[config.mk]
export PLATFORM = sky130hd
export DESIGN_NAME = craft_decrypt
export DESIGN_NICKNAME = d
export VERILOG_FILES = /design/src/rtl/craft_decrypt.sv
export SDC_FILE = /design/constraint.sdc
export NUM_CORES = 1
export LEC_CHECK = 0
export ABC_CLOCK_PERIOD_IN_PS = 3320
export BUFFER_PORTS_ARGS = -buffer_cell sky130_fd_sc_hd__buf_2
export CAP_MARGIN = 20
export CORE_ASPECT_RATIO = 0.6
export CORE_UTILIZATION = 40
export CTS_CLUSTER_DIAMETER = 50
export DETAILED_ROUTE_END_ITERATION = 8
export GPL_TIMING_DRIVEN = 0
export PLACE_DENSITY_LB_ADDON = 0.2
export SLEW_MARGIN = 25
export SYNTH_ARGS = -nofsm -noshare
export SYNTH_HDL_FRONTEND = slang
export SYNTH_SLANG_ARGS = --single-unit
[constraint.sdc]
create_clock -name clk -period 3.32 [get_ports clk]
set_clock_uncertainty 0.15 [all_clocks]
set_input_delay 0.83 -clock clk [delete_from_list [all_inputs] [get_ports clk]]
set_output_delay 0.83 -clock clk [all_outputs]
set_load 0.05 [all_outputs]
[src/rtl/craft_decrypt.sv]
`timescale 1ns/1ps
// -----------------------------------------------------------------------------
// craft_decrypt
//   Round-based CRAFT decryption core (one round per clock, 32 rounds).
//   Relies on CRAFT's involutory structure: the encryption round shape
//   MC -> add constant/tweakey -> PN -> SB is reused. The round constants run in
//   reverse order and the tweakeys are pre-mixed through MixColumns.
//
//   Optional build macro: CRAFT_DEC_KEY_ZEROIZE_EN
//     When defined, the latched key, latched tweak and cipher state are wiped in
//     the same edge that enters DONE. The key_cleared status output is added.
//
// Ports
//   clk          system clock, rising edge
//   rst          synchronous active-high reset
//   start        load inputs and begin; sampled only in IDLE
//   ciphertext   64-bit ciphertext, nibble 0 = bits [63:60]
//   tweak        64-bit tweak T
//   key          128-bit key K0||K1 (K0 = key[127:64])
//   busy         high while rounds are running (ROUND and FINAL)
//   done         one-cycle pulse; plaintext is valid from the same edge
//   plaintext    result, held until overwritten by the next operation
//   key_cleared  (macro only) set with done, cleared on the next accept
//   dbg_state    current FSM state: 0 IDLE, 1 ROUND, 2 FINAL, 3 DONE
//
// Handshake: start is a level that is honoured only while the FSM sits in
// IDLE. It is not queued, and it is ignored in the ROUND, FINAL and DONE
// states. There is no back-pressure on the result: done is a single-cycle
// pulse.
// -----------------------------------------------------------------------------
module craft_decrypt #(
  parameter int ROUNDS = 32
) (
  input  logic         clk,
  input  logic         rst,
  input  logic         start,
  input  logic [63:0]  ciphertext,
  input  logic [63:0]  tweak,
  input  logic [127:0] key,
  output logic         busy,
  output logic         done,
  output logic [63:0]  plaintext,
`ifdef CRAFT_DEC_KEY_ZEROIZE_EN
  output logic         key_cleared,
`endif
  output logic [1:0]   dbg_state
);

  typedef enum logic [1:0] {
    S_IDLE  = 2'd0,
    S_ROUND = 2'd1,
    S_FINAL = 2'd2,
    S_DONE  = 2'd3
  } state_t;

  // Nibble tables, entry i held in bits [63-4i -: 4].
  localparam logic [63:0] PN_TAB   = 64'hfcdea98b65471230; // PermuteNibbles
  localparam logic [63:0] Q_TAB    = 64'hcaf5e892b374601d; // tweak permutation Q
  localparam logic [63:0] SBOX_TAB = 64'hcad3ebf789150246; // CRAFT S-box

  // The last full round index. The transition to FINAL happens after this round.
  localparam logic [4:0] LAST_FULL = 5'(ROUNDS - 2);

  // The encryptor's LFSRs start at a=1, b=1. After 31 steps they reach
  // a=8 (period 15) and b=5 (period 7). Round 0 of decryption needs
  // RC(31), so these values are the seed.
  localparam logic [3:0] SEED_A = 4'h8;
  localparam logic [2:0] SEED_B = 3'h5;

  state_t        state_q, state_d;
  logic [63:0]   s_q;
  logic [63:0]   tweak_q;
  logic [127:0]  key_q;
  logic [3:0]    lfsr_a_q;
  logic [2:0]    lfsr_b_q;
  logic [4:0]    rnd_q;

  // ---------------------------------------------------------------------------
  // Round primitives
  // ---------------------------------------------------------------------------
  function automatic logic [63:0] mix_columns(input logic [63:0] s);
    logic [63:0] o;
    o = s;
    for (int j = 0; j < 4; j++) begin
      o[63-4*j -: 4]     = s[63-4*j -: 4] ^ s[63-4*(8+j) -: 4] ^ s[63-4*(12+j) -: 4];
      o[63-4*(4+j) -: 4] = s[63-4*(4+j) -: 4] ^ s[63-4*(12+j) -: 4];
    end
    return o;
  endfunction

  function automatic logic [63:0] nib_permute(input logic [63:0] s, input logic [63:0] tab);
    logic [63:0] o;
    logic [3:0]  src;
    o = '0;
    for (int i = 0; i < 16; i++) begin
      src = tab[63-4*i -: 4];
      o[63-4*i -: 4] = s[63-4*int'(src) -: 4];
    end
    return o;
  endfunction

  function automatic logic [63:0] sub_cells(input logic [63:0] s);
    logic [63:0] o;
    logic [3:0]  v;
    o = '0;
    for (int i = 0; i < 16; i++) begin
      v = s[63-4*i -: 4];
      o[63-4*i -: 4] = SBOX_TAB[63-4*int'(v) -: 4];
    end
    return o;
  endfunction

  // ---------------------------------------------------------------------------
  // Tweakeys: TK'j = MC(TKj), built straight from the latched key and tweak
  // ---------------------------------------------------------------------------
  logic [63:0] tweak_qp;
  logic [63:0] tk_dec [4];

  always_comb begin
    tweak_qp  = nib_permute(tweak_q, Q_TAB);
    tk_dec[0] = mix_columns(key_q[127:64] ^ tweak_q);
    tk_dec[1] = mix_columns(key_q[63:0]   ^ tweak_q);
    tk_dec[2] = mix_columns(key_q[127:64] ^ tweak_qp);
    tk_dec[3] = mix_columns(key_q[63:0]   ^ tweak_qp);
  end

  // ---------------------------------------------------------------------------
  // Round datapath
  // ---------------------------------------------------------------------------
  logic [63:0] rc_vec;
  logic [63:0] tk_sel;
  logic [63:0] round_add;
  logic [63:0] round_full;

  always_comb begin
    // a enters nibble 4, b enters the low three bits of nibble 5.
    // MC leaves row-1-only vectors unchanged, so the constant needs no premix.
    rc_vec     = {16'h0, lfsr_a_q, 1'b0, lfsr_b_q, 40'h0};
    // Round i uses TK'((31-i) mod 4), which equals the bitwise inverse of i[1:0].
    tk_sel     = tk_dec[~rnd_q[1:0]];
    round_add  = mix_columns(s_q) ^ rc_vec ^ tk_sel;
    round_full = sub_cells(nib_permute(round_add, PN_TAB));
  end

  // ---------------------------------------------------------------------------
  // FSM
  // ---------------------------------------------------------------------------
  always_ff @(posedge clk) begin
    if (rst) state_q <= S_IDLE;
    else     state_q <= state_d;
  end

  always_comb begin
    state_d = state_q;
    case (state_q)
      S_IDLE:  if (start) state_d = S_ROUND;
      S_ROUND: if (rnd_q == LAST_FULL) state_d = S_FINAL;
      S_FINAL: state_d = S_DONE;
      S_DONE:  state_d = S_IDLE;
      default: state_d = S_IDLE;
    endcase
  end

  assign busy      = (state_q == S_ROUND) || (state_q == S_FINAL);
  assign done      = (state_q == S_DONE);
  assign dbg_state = state_q;

  // ---------------------------------------------------------------------------
  // Datapath registers
  // ---------------------------------------------------------------------------
  always_ff @(posedge clk) begin
    if (rst) begin
      s_q       <= '0;
      tweak_q   <= '0;
      key_q     <= '0;
      lfsr_a_q  <= '0;
      lfsr_b_q  <= '0;
      rnd_q     <= '0;
      plaintext <= '0;
`ifdef CRAFT_DEC_KEY_ZEROIZE_EN
      key_cleared <= 1'b0;
`endif
    end else begin
      case (state_q)
        S_IDLE: begin
          if (start) begin
            s_q      <= ciphertext;
            tweak_q  <= tweak;
            key_q    <= key;
            lfsr_a_q <= SEED_A;
            lfsr_b_q <= SEED_B;
            rnd_q    <= '0;
`ifdef CRAFT_DEC_KEY_ZEROIZE_EN
            key_cleared <= 1'b0;
`endif
          end
        end
        S_ROUND: begin
          s_q      <= round_full;
          rnd_q    <= rnd_q + 5'd1;
          // Backward step of the encryptor's LFSRs.
          lfsr_a_q <= {lfsr_a_q[2:0], lfsr_a_q[3] ^ lfsr_a_q[0]};
          lfsr_b_q <= {lfsr_b_q[1:0], lfsr_b_q[2] ^ lfsr_b_q[0]};
        end
        S_FINAL: begin
          // Half round: no PN, no SB.
          plaintext <= round_add;
`ifdef CRAFT_DEC_KEY_ZEROIZE_EN
          s_q         <= '0;
          tweak_q     <= '0;
          key_q       <= '0;
          lfsr_a_q    <= '0;
          lfsr_b_q    <= '0;
          key_cleared <= 1'b1;
`endif
        end
        default: ;
      endcase
    end
  end

endmodule

==> results of run 1 <==
## repair_timing
| item | 4_1_cts | 5_1_grt |
|---|---|---|
| resized for setup | 0 | 16 |
| setup endpoints to repair | 0 | 45 |
| hold buffers | 0 | 0 |
## per-stage QoR
step / instances / power (mW)
after floorplan: 2026 / 16.7
after global placement: 2971 / 21.8
after detailed placement: 2971 / 21.9
after CTS: 3040 / 26.6
after global routing: 3040 / 28.2
final: 3041 / 27.2
## how the worst min path moves through the flow
stage,depth (start not counted),end
CTS,2,s_q[58]
global placement,2,key_q[59]
detailed placement,2,s_q[62]
finish,2,s_q[62]
floorplan,2,key_q[127]
global route,2,s_q[58]
## power by group
| part | leakage, nW | total [mW] | switching (mW) | internal (mW) |
|---|---|---|---|---|
| logic | 5.95 | 16.1 | 9.84 | 6.22 |
| registers | 2.74 | 6.44 | 1.40 | 5.04 |
| clock network | 0.690 | 4.71 | 1.91 | 2.81 |
## area by class of cell
cell class,count,share of cell area
Sequential cell,334,0.300
Clock inverter,19,0.0131
Multi-Input combinational cell,1541,0.500
Buffer,146,0.0290
Clock buffer,50,0.0497
Inverter,5,0.000841
Tap cell,620,0.0348
Timing Repair Buffer,325,0.0729
Antenna cell,1,0.000112
## cell families (layout without fill, tap and decap cells)
logic type,after synthesis,after routing,synth area share
mux,183,183,0.104
xor+xnor,298,298,0.223
compound gates,418,418,0.132
buf+inv,151,545,0.0354
fa+ha+maj,17,17,0.0100
other cells,0,1,0
simple gates,625,625,0.135
flops,334,334,0.362
## registers in the layout, summed over array words and instances, names as in the netlist
| register | cells |
|---|---|
| s_q | 64 |
| plaintext | 64 |
| lfsr_b_q | 3 |
| rnd_q | 5 |
| lfsr_a_q | 4 |
| tweak_q | 64 |
| dbg_state | 2 |
| key_q | 128 |
## synthesized netlist by cell type (all sizes together) (5+ instances only)
cell type    n  area share
buf         27       0.010
dfxtp      334        0.36
nand3        5      0.0014
nand2b      27      0.0091
inv          5      0.0010
nor3        10      0.0027
xnor2      137       0.067
xor2        54       0.026
xnor3      104        0.13
a311o        8      0.0043
nor2       140       0.028
ha           6      0.0041
o21ai       38       0.010
maj3        11      0.0060
mux2i      173       0.098
a21o         5      0.0020
mux2        10      0.0061
a21oi      270       0.073
nand2      426       0.087
and3         5      0.0017
a211oi      50       0.020
o221ai      14      0.0066
clkbuf     119       0.024
## worst reg2reg max path: stages (launching register included)
cell and delay [ns]:
dfxtp_1 0.36, clkbuf_1 0.18, buf_6 0.19, buf_4 0.25, mux2i_1 0.67, xnor2_1 0.21, xnor2_1 0.21, o21ai_0 0.53
mux2i_1 0.31, a211oi_1 0.31
## layer usage
layer  global-route usage  wire (um)  vias up
li1                     -          -     7655
met1                0.506      37000     8175
met2                0.454      30900      909
met3                0.112      10700       77
met4               0.0492       1210        0
met5                    0          0        -
==> impl_results.md, run 1 <==
- CP max stage delay: 0.67 ns
- Post-route ant nets: 0
- Layout fillers: 4385
- Largest net degree at the start of global routing: 15
- Seq/Total Area, Yosys: 0.362
- Final instance area: 22300 um2
- Slew Viols, Final: 0
- Maximum vdd drop: 0.491 mV
- WP depth: 9
- Max H-tree Level: 2
- Required time of the critical path: 3.62 ns
- CP startpoint: rnd_q[1]
- Core area: 45200 um2
- Vias in the first global route: 15300
- EDFF count, synth: 0
- Most frequent cells in the layout: nand2_1, dfxtp_1, buf_2, a21oi_1, mux2i_1
- Storage cell area: 6690 um2
- Worst Setup EP: s_q[63]
- Total Routing Usage GR: 0.332
- Via/cell ratio: 5.53
- Initial Util: 0.409
- Netlist cell types: 54
- Routed wire per std cell: 26.2 um
- Hold WS: 0.318 ns
- Detailed Routing Iterations Pass 1: 8
- Fmax: 0.289 GHz
- Async SR Flop Fraction: 0
- CP Launch Type: flip-flop
- Critical path class: reg -> reg
- Routed Wire Length: 79.7 mm
- RR Endpoint: s_q[63]
- Setup TNS Final: -0.141 ns
- Worst path cell trace: clkbuf_1 -> buf_6 -> buf_4 -> mux2i_1 -> xnor2_1 -> xnor2_1 -> o21ai_0 -> mux2i_1 -> a211oi_1
- YS warnings: 0
- Setup crit end kind: flip-flop
- Syn_nets: 2291
- Worst skew pair latency: 0.54 ns
- Layout area overhead: 20.8%
- # DRC: 0
- CP Max Fanout: 10
- CTS Sinks: 334
- Total CTS buffers: 40
- IO Pins: 327
- Final Util: 0.494
- Global-route wire length before repair: 110 mm
- Clock tree buffer depth: 3
- Failing checks: setup timing
- Final worst slack: -0.141 ns
- Max Cap Violations: 0
- Worst slew pin tran: 0.965 ns
- Antenna violations before repair: 3
- Synthesized area per cell: 9.12 um2
- Total placed instance area: 20900 um2
- HP Class: reg -> reg
- Share of layout cells above drive strength 1: 0.188
- Placer Congestion: 1.03
- Pwr Density: 1220 nW/um2
- R2r setup slk: -0.14 ns
- Die area: 47100 um2
- Leakage dissipation: 9.38 nW
- Syn Inst Count: 2026
- Port Buffers: 325
- Row count: 60
- CTS root buf: clkbuf_16
- Clock transition at the registers of the reported paths: 0.06 ns
- Die W: 280 um
- Worst r2r path cells: 9
- Setup WS pre-CTS: -0.0953 ns
- #FFs+latches synth: 334
- Final nets: 2658
- CP top delay family: multiplexers
- Via count: 16800
- Rel. slew slack: 0.338
- Synth Flop Type: dfxtp_1
- Worst r2r src: rnd_q[1]
- Crit path time final: 3.46 ns
- Post-CTS Setup Bufs: 0
- Multi-input combinational cell area: 11200 um2
- Arr. time, crit path: 3.76 ns
- Hold path start: s_q[62]
- Tcrit/Tclk final: 1.04
- Status: finished with violations
- CP max-delay cell: mux2i_1
- Buffers & Inverters on Critical Path: 3
- Syn Std Cell Area: 18500 um2
- Commonest non-fill, non-tap cell in the layout: nand2_1
- GRT overflow: 0
- Fin. Hold Viols: 0
- CTS tree: yes
- Setup violators final: 1
- DP HPWL: 65.6 mm
- Iter 0 DRT Violations: 2021
- DIE HEIGHT: 169 um
Power figures use the tool's default switching activity.
==> run 2: changes to the inputs <==
--- a/config.mk
+++ b/config.mk
@@ -6,12 +6,12 @@
 export NUM_CORES = 1
 export LEC_CHECK = 0
 export ABC_CLOCK_PERIOD_IN_PS = 3320
-export BUFFER_PORTS_ARGS = -buffer_cell sky130_fd_sc_hd__buf_2
 export CAP_MARGIN = 20
 export CORE_ASPECT_RATIO = 0.6
 export CORE_UTILIZATION = 40
 export CTS_CLUSTER_DIAMETER = 50
 export DETAILED_ROUTE_END_ITERATION = 8
+export DONT_BUFFER_PORTS = 1
 export GPL_TIMING_DRIVEN = 0
 export PLACE_DENSITY_LB_ADDON = 0.2
 export SLEW_MARGIN = 25
==> run 2 against run 1 <==
The flow still finishes with violations (setup timing). Hold slack worse by 0.071 ns. Critical path depth unchanged. Critical endpoint unchanged. Clock power grew 1%. First-iteration DRC count shrank 11%. Sequential power grew 11%. Routed wire length is 1.3% higher. Via count shrank 7.0%. Maximum frequency is 3.1% higher. Die area unchanged. Sequential share of layout area rose by 2.3 points. Utilization shrank 3.5 points.
==> impl_results.md, run 2 (synthesized netlist as in run 1, its figures left out) <==
- Status: finished with violations (unchanged)
- Failing checks: setup timing (unchanged)
- Worst r2r path cells: 9 (unchanged)
- Share of layout cells above drive strength 1: 0.0686 (was 0.188)
- Total placed instance area: 19300 um2 (was 20900 um2)
- Final worst slack: -0.0378 ns (was -0.141 ns)
- Logic gate share of total power: 0.559 (was 0.590)
- Antenna violations before repair: 3 (unchanged)
- CP Launch Type: flip-flop (unchanged)
- Routed Wire Length: 80.8 mm (was 79.7 mm)
- Clock tree buffer depth: 3 (unchanged)
- DIE HEIGHT: 169 um (unchanged)
- Switching power: 13.3 mW (was 13.1 mW)
- CTS Sinks: 334 (unchanged)
- CTS root buf: clkbuf_16 (unchanged)
- CP max-delay cell: mux2i_1 (unchanged)
- Initial Util: 0.409 (unchanged)
- Layout area overhead: 12.2% (was 20.8%)
- Hold path depth: 2 (unchanged)
- Final instance area: 20700 um2 (was 22300 um2)
- DP HPWL: 65.7 mm (was 65.6 mm)
- Setup WS pre-CTS: -0.530 ns (was -0.0953 ns)
- Worst path cell trace: clkbuf_1 -> buf_6 -> buf_4 -> mux2i_1 -> xnor3_1 -> nor2_1 -> o21ai_0 -> mux2i_1 -> a211oi_1 (was clkbuf_1 -> buf_6 -> buf_4 -> mux2i_1 -> xnor2_1 -> xnor2_1 -> o21ai_0 -> mux2i_1 -> a211oi_1)
- Die W: 280 um (unchanged)
- Max Cap Violations: 0 (unchanged)
- Clock transition at the registers of the reported paths: 0.06 ns (about the same)
- Leakage dissipation: 8.03 nW (was 9.38 nW)
- Fmax: 0.298 GHz (was 0.289 GHz)
- CTS tree: yes (unchanged)
- Worst r2r src: rnd_q[1] (unchanged)
- IO Pins: 327 (unchanged)
- Vias in the first global route: 14400 (was 15300)
- Commonest non-fill, non-tap cell in the layout: nand2_1 (unchanged)
- Worst skew pair latency: 0.57 ns (was 0.54 ns)
- Port Buffers: 0 (was 325)
- Arr. time, crit path: 3.65 ns (was 3.76 ns)
- Iter 0 DRT Violations: 1790 (was 2021)
- R2r setup slk: -0.04 ns (was -0.14 ns)
- Fin. Hold Viols: 0 (unchanged)
- Int Pwr: 13.8 mW (was 14.1 mW)
- Total Routing Usage GR: 0.336 (was 0.332)
- Pwr Density: 1310 nW/um2 (was 1220 nW/um2)
- # DRC: 0 (unchanged)
- Setup violators final: 1 (unchanged)
- Tcrit/Tclk final: 1.01 (was 1.04)
- Placer Congestion: 0.999 (was 1.03)
- Slew Viols, Final: 0 (unchanged)
- Post-route ant nets: 0 (unchanged)
- GRT overflow: 0 (unchanged)
- Max H-tree Level: 2 (unchanged)
- Final nets: 2334 (was 2658)
- Largest net degree at the start of global routing: 15 (unchanged)
- Max reg flops: 128 (unchanged)
- CP Max Fanout: 10 (unchanged)
- Top reg by flops: key_q (unchanged)
- Rel. slew slack: 0.317 (was 0.338)
- Worst slew pin tran: 0.996 ns (was 0.965 ns)
- Setup crit end kind: flip-flop (unchanged)
- HP Class: in -> reg (was reg -> reg)
- Maximum vdd drop: 0.460 mV (was 0.491 mV)
- Via/cell ratio: 5.75 (was 5.53)
- Row count: 60 (unchanged)
- Via count: 15600 (was 16800)
- Core area: 45200 um2 (unchanged)
- CP max stage delay: 0.63 ns (was 0.67 ns)
- Global-route wire length before repair: 110 mm (about the same)
- Required time of the critical path: 3.61 ns (was 3.62 ns)
- Most frequent cells in the layout: nand2_1, dfxtp_1, a21oi_1, mux2i_1, nor2_1 (was nand2_1, dfxtp_1, buf_2, a21oi_1, mux2i_1)
- Routed wire per std cell: 29.7 um (was 26.2 um)
- Detailed Routing Iterations Pass 1: 6 (was 8)
- Hold path start: key[7] (was s_q[62])
- RR Endpoint: s_q[63] (unchanged)
- Crit path time final: 3.36 ns (was 3.46 ns)
- Total CTS buffers: 41 (was 40)
- Critical path class: reg -> reg (unchanged)
- Switch share: 0.490 (was 0.483)
- CP most frequent cell: mux2i_1
- Clk pwr share: 0.177 (was 0.173)
- Die area: 47100 um2 (unchanged)
- Hold Path Sink: key_q[7] (was s_q[62])
- Reg power frac: 0.264 (was 0.237)
- Hold WS: 0.247 ns (was 0.318 ns)
- RSZ-0062 raised after global routing: true
==> run 2: changes by cell type in the layout (fill, tap and decap cells not counted), moves of 3 or more <==
cell	before	now
clkbuf_2	7	19
clkinv_4	1	4
clkbuf_1	114	107
buf_2	332	7
==> run 2: final cells by class <==
type | instances | area [um2]
Sequential cell | 334 | 6690
Clock inverter | 21 | 292
Antenna cell | 2 | 5.00
Clock buffer | 53 | 1130
Tap cell | 620 | 776
Multi-Input combinational cell | 1541 | 11200
Fill cell | 4452 | 24500
Buffer | 146 | 657
Inverter | 5 | 18.8
==> run 2: what timing repair did <==
item | 4_1_cts | 5_1_grt
gates resized for setup | 9 | 19
hold buffers | 0 | 0
pin swaps | 0 | 0
endpoints found under the setup margin | 136 | 73
setup buffers | 0 | 0
==> run 2: power by group through the flow <==
stage	sequential, mW	clock (mW)	combinational [mW]
after floorplan	6.53	0	10.2
after global placement	7.14	0	14.5
after detailed placement	7.16	0	14.6
after CTS	7.08	4.80	14.7
after global routing	7.21	4.98	15.8
final	7.16	4.78	15.1
==> run 2: critical path, delay by kind of cell, from the launching register on <==
kind / cells / cell delay (ns)
DFF: 1 / 0.36
xor gates and xnor gates: 1 / 0.37
muxes: 2 / 0.90
buffers and inverters: 3 / 0.62
AOI/OAI and AO/OA: 2 / 0.74
and+or+nand+nor: 1 / 0.10
==> run 2: layer usage <==
metal	share of wire	global-route usage	up-vias	wire, um
met4	0.017	0.0615	0	1410
met2	0.38	0.450	854	31100
li1	-	-	7018	-
met5	0	0	-	0
met1	0.47	0.512	7681	37700
met3	0.13	0.114	89	10600
==> run 2: how the worst max path moves through the flow <==
stage / start / endpoint
2_1_floorplan: dbg_state[1] / s_q[2]
3_3_place_gp: dbg_state[1] / s_q[30]
3_5_place_dp: dbg_state[1] / s_q[2]
4_1_cts: dbg_state[1] / s_q[2]
5_1_grt: dbg_state[0] / key_q[79]
6_report: rnd_q[1] / s_q[63]
==> run 2: metrics by stage <==
step	utilization	TNS, ns	power [mW]	instances
5_1_grt	0.459	-0.526	28.0	2720
4_1_cts	0.458	-0.00138	26.5	2720
3_5_place_dp	0.426	-16.89	21.7	2646
6_report	0.459	-0.0378	27.1	2722
3_3_place_gp	0.426	-14.49	21.6	2646
2_1_floorplan	-	0	16.7	2026
==> run 3: changes to the inputs <==
--- a/config.mk
+++ b/config.mk
@@ -6,7 +6,6 @@
 export NUM_CORES = 1
 export LEC_CHECK = 0
 export ABC_CLOCK_PERIOD_IN_PS = 3320
-export CAP_MARGIN = 20
 export CORE_ASPECT_RATIO = 0.6
 export CORE_UTILIZATION = 40
 export CTS_CLUSTER_DIAMETER = 50
@@ -18,3 +17,4 @@
 export SYNTH_ARGS = -nofsm -noshare
 export SYNTH_HDL_FRONTEND = slang
 export SYNTH_SLANG_ARGS = --single-unit
+export TNS_END_PERCENT = 1
==> run 3 against run 2 <==
Critical path depth down 1. Utilization barely moved. Die area did not move. Register-to-register slack worse by 0.12 ns. The run still ends with setup timing left. Global-route usage unchanged.
==> impl_results.md, run 3 (synthesized netlist as in run 1, its figures left out) <==
- GR peak layer: met1 (unchanged)
- Post-route ant nets: 0 (unchanged)
- CP startpoint: dbg_state[1] (was rnd_q[1])
- Tcrit/Tclk final: 1.05 (was 1.01)
- Top reg by flops: key_q (unchanged)
- Arr. time, crit path: 3.79 ns (was 3.65 ns)
- Max Cap Violations: 0 (unchanged)
- Critical path class: reg -> reg (unchanged)
- DP HPWL: 65.7 mm (unchanged)
- Worst Setup EP: s_q[60] (was s_q[63])
- Vias in the first global route: 14400 (unchanged)
- Worst slew pin tran: 1.01 ns (was 0.996 ns)
- Fmax: 0.288 GHz (was 0.298 GHz)
- Pwr Density: 1310 nW/um2 (about the same)
- CP max stage delay: 0.69 ns (was 0.63 ns)
- Detailed Routing Iterations Pass 1: 5 (was 6)
- CP Launch Type: flip-flop (unchanged)
- Worst r2r path cells: 8 (was 9)
- DIE HEIGHT: 169 um (unchanged)
- Final worst slack: -0.156 ns (was -0.0378 ns)
- Initial Util: 0.409 (unchanged)
- Setup WS pre-CTS: -0.530 ns (unchanged)
- Row count: 60 (unchanged)
- IO Pins: 327 (unchanged)
- Clock transition at the registers of the reported paths: 0.06 ns (about the same)
- Failing checks: setup timing (unchanged)
- CTS root buf: clkbuf_16 (unchanged)
- Most frequent cells in the layout: nand2_1, dfxtp_1, a21oi_1, mux2i_1, nor2_1 (unchanged)
- Via/cell ratio: 5.77 (was 5.75)
- Die area: 47100 um2 (unchanged)
- Layout area overhead: 12.2% (about the same)
- Core area: 45200 um2 (unchanged)
- Grt met1 use: 0.512 (unchanged)
- Port Buffers: 0 (unchanged)
- Global-route wire length before repair: 110 mm (unchanged)
- Total CTS buffers: 41 (unchanged)
- Fin. Hold Viols: 0 (unchanged)
- Worst path cell trace: inv_1 -> ha_1 -> clkbuf_1 -> inv_2 -> clkbuf_1 -> clkbuf_1 -> a21oi_1 -> a211oi_1 (was clkbuf_1 -> buf_6 -> buf_4 -> mux2i_1 -> xnor3_1 -> nor2_1 -> o21ai_0 -> mux2i_1 -> a211oi_1)
- Met3 Track Usage GR: 0.114 (unchanged)
- Placer Congestion: 0.999 (unchanged)
- Max reg flops: 128 (unchanged)
- CP Max Fanout: 10 (unchanged)
- Commonest non-fill, non-tap cell in the layout: nand2_1 (unchanged)
- Share of layout cells above drive strength 1: 0.0671 (was 0.0686)
- Final nets: 2334 (unchanged)
- Setup violators final: 11 (was 1)
- CP max-delay cell: dfxtp_1 (was mux2i_1)
- Layout fillers: 4450 (was 4452)
- Setup crit end kind: flip-flop (unchanged)
- # DRC: 0 (unchanged)
- CP most frequent cell: clkbuf_1 (was mux2i_1)
- CTS tree: yes (unchanged)
- HP Class: in -> reg (unchanged)
- Met2 usage: 0.450 (unchanged)
- Final instance area: 20700 um2 (about the same)
- Worst skew pair latency: 0.57 ns (about the same)
- Rel. slew slack: 0.322 (was 0.317)
- Iter 0 DRT Violations: 1801 (was 1790)
- Post-CTS Setup Bufs: 0 (unchanged)
- Total placed instance area: 19300 um2 (unchanged)
- Status: finished with violations (unchanged)
- RSZ-0062 raised after global routing: true (unchanged)
- Max H-tree Level: 2 (unchanged)
- Worst r2r src: dbg_state[1] (was rnd_q[1])
- Total power draw: 27.1 mW (about the same)
- Antenna violations before repair: 3 (unchanged)
- Leakage dissipation: 8.02 nW (was 8.03 nW)
- Total Routing Usage GR: 0.336 (unchanged)
- Routed Wire Length: 80.7 mm (was 80.8 mm)
- Slew Viols, Final: 0 (unchanged)
- Routed wire per std cell: 29.6 um (was 29.7 um)
- Clock tree buffer depth: 3 (unchanged)
- RR Endpoint: s_q[60] (was s_q[63])
- CTS Sinks: 334 (unchanged)
- GRT overflow: 0 (unchanged)
- Via count: 15700 (was 15600)
- Required time of the critical path: 3.63 ns (was 3.61 ns)
- Largest net degree at the start of global routing: 15 (unchanged)
- Crit path time final: 3.48 ns (was 3.36 ns)
- Die W: 280 um (unchanged)
- Maximum vdd drop: 0.458 mV (was 0.460 mV)
- R2r setup slk: -0.16 ns (was -0.04 ns)
run 3: cell count changes in the layout (fill, tap and decap cells not counted), sizes merged:
cell,delta
diode,+1
run 3: metal layers:
metal	part of all wire	vias to the layer above
li1	-	7019
met1	0.47	7690
met2	0.38	900
met3	0.13	93
met4	0.018	0
met5	0	-
run 3: area by class of cell:
cell class,count,area [um2],area share
clock inverter,21,292,0.0141
clock buffer,53,1130,0.0546
antenna,3,7.51,0.000362
multi-input combinational,1541,11200,0.539
sequential,334,6690,0.323
tap,620,776,0.0374
inverter,5,18.8,0.000905
buffer,146,653,0.0315
run 3: worst max-delay path: cells and delay by family (launching register included):
kind                     cells  cell delay [ns]
adder cells (fa/ha/maj)      1             0.23
buffers and inverters        5             1.81
flip-flops                   1             0.69
AO/OA/AOI/OAI                2             0.51
run 3: how the worst min path moves through the flow:
stage | cells after the start | start | to | slack [ns]
5_1_grt | 2 | tweak[13] | tweak_q[13] | 0.25
3_3_place_gp | 2 | key_q[60] | key_q[60] | 0.30
4_1_cts | 2 | key[7] | key_q[7] | 0.24
6_report | 2 | key[7] | key_q[7] | 0.25
2_1_floorplan | 2 | key_q[127] | key_q[127] | 0.29
3_5_place_dp | 2 | key_q[60] | key_q[60] | 0.30
run 3: repair_timing:
action,in CTS,in global routing
gates resized for setup,9,13
gates cloned,0,0
hold buffers,0,0
setup endpoints to repair,136,73
pin swaps,0,0
run 3: per-stage QoR:
step	setup TNS (ns)	util	cells	hold WS (ns)
finish	-0.949	0.459	2723	0.249
global route	-2.02	0.458	2720	0.249
CTS	-0.00138	0.458	2720	0.241
detailed placement	-16.89	0.426	2646	0.305
global placement	-14.49	0.426	2646	0.302
floorplan	0	-	2026	0.287
run 3: power by group:
part / switching [mW] / internal [mW]
logic: 9.14 / 5.98
clock network: 1.99 / 2.78
registers: 2.12 / 5.04
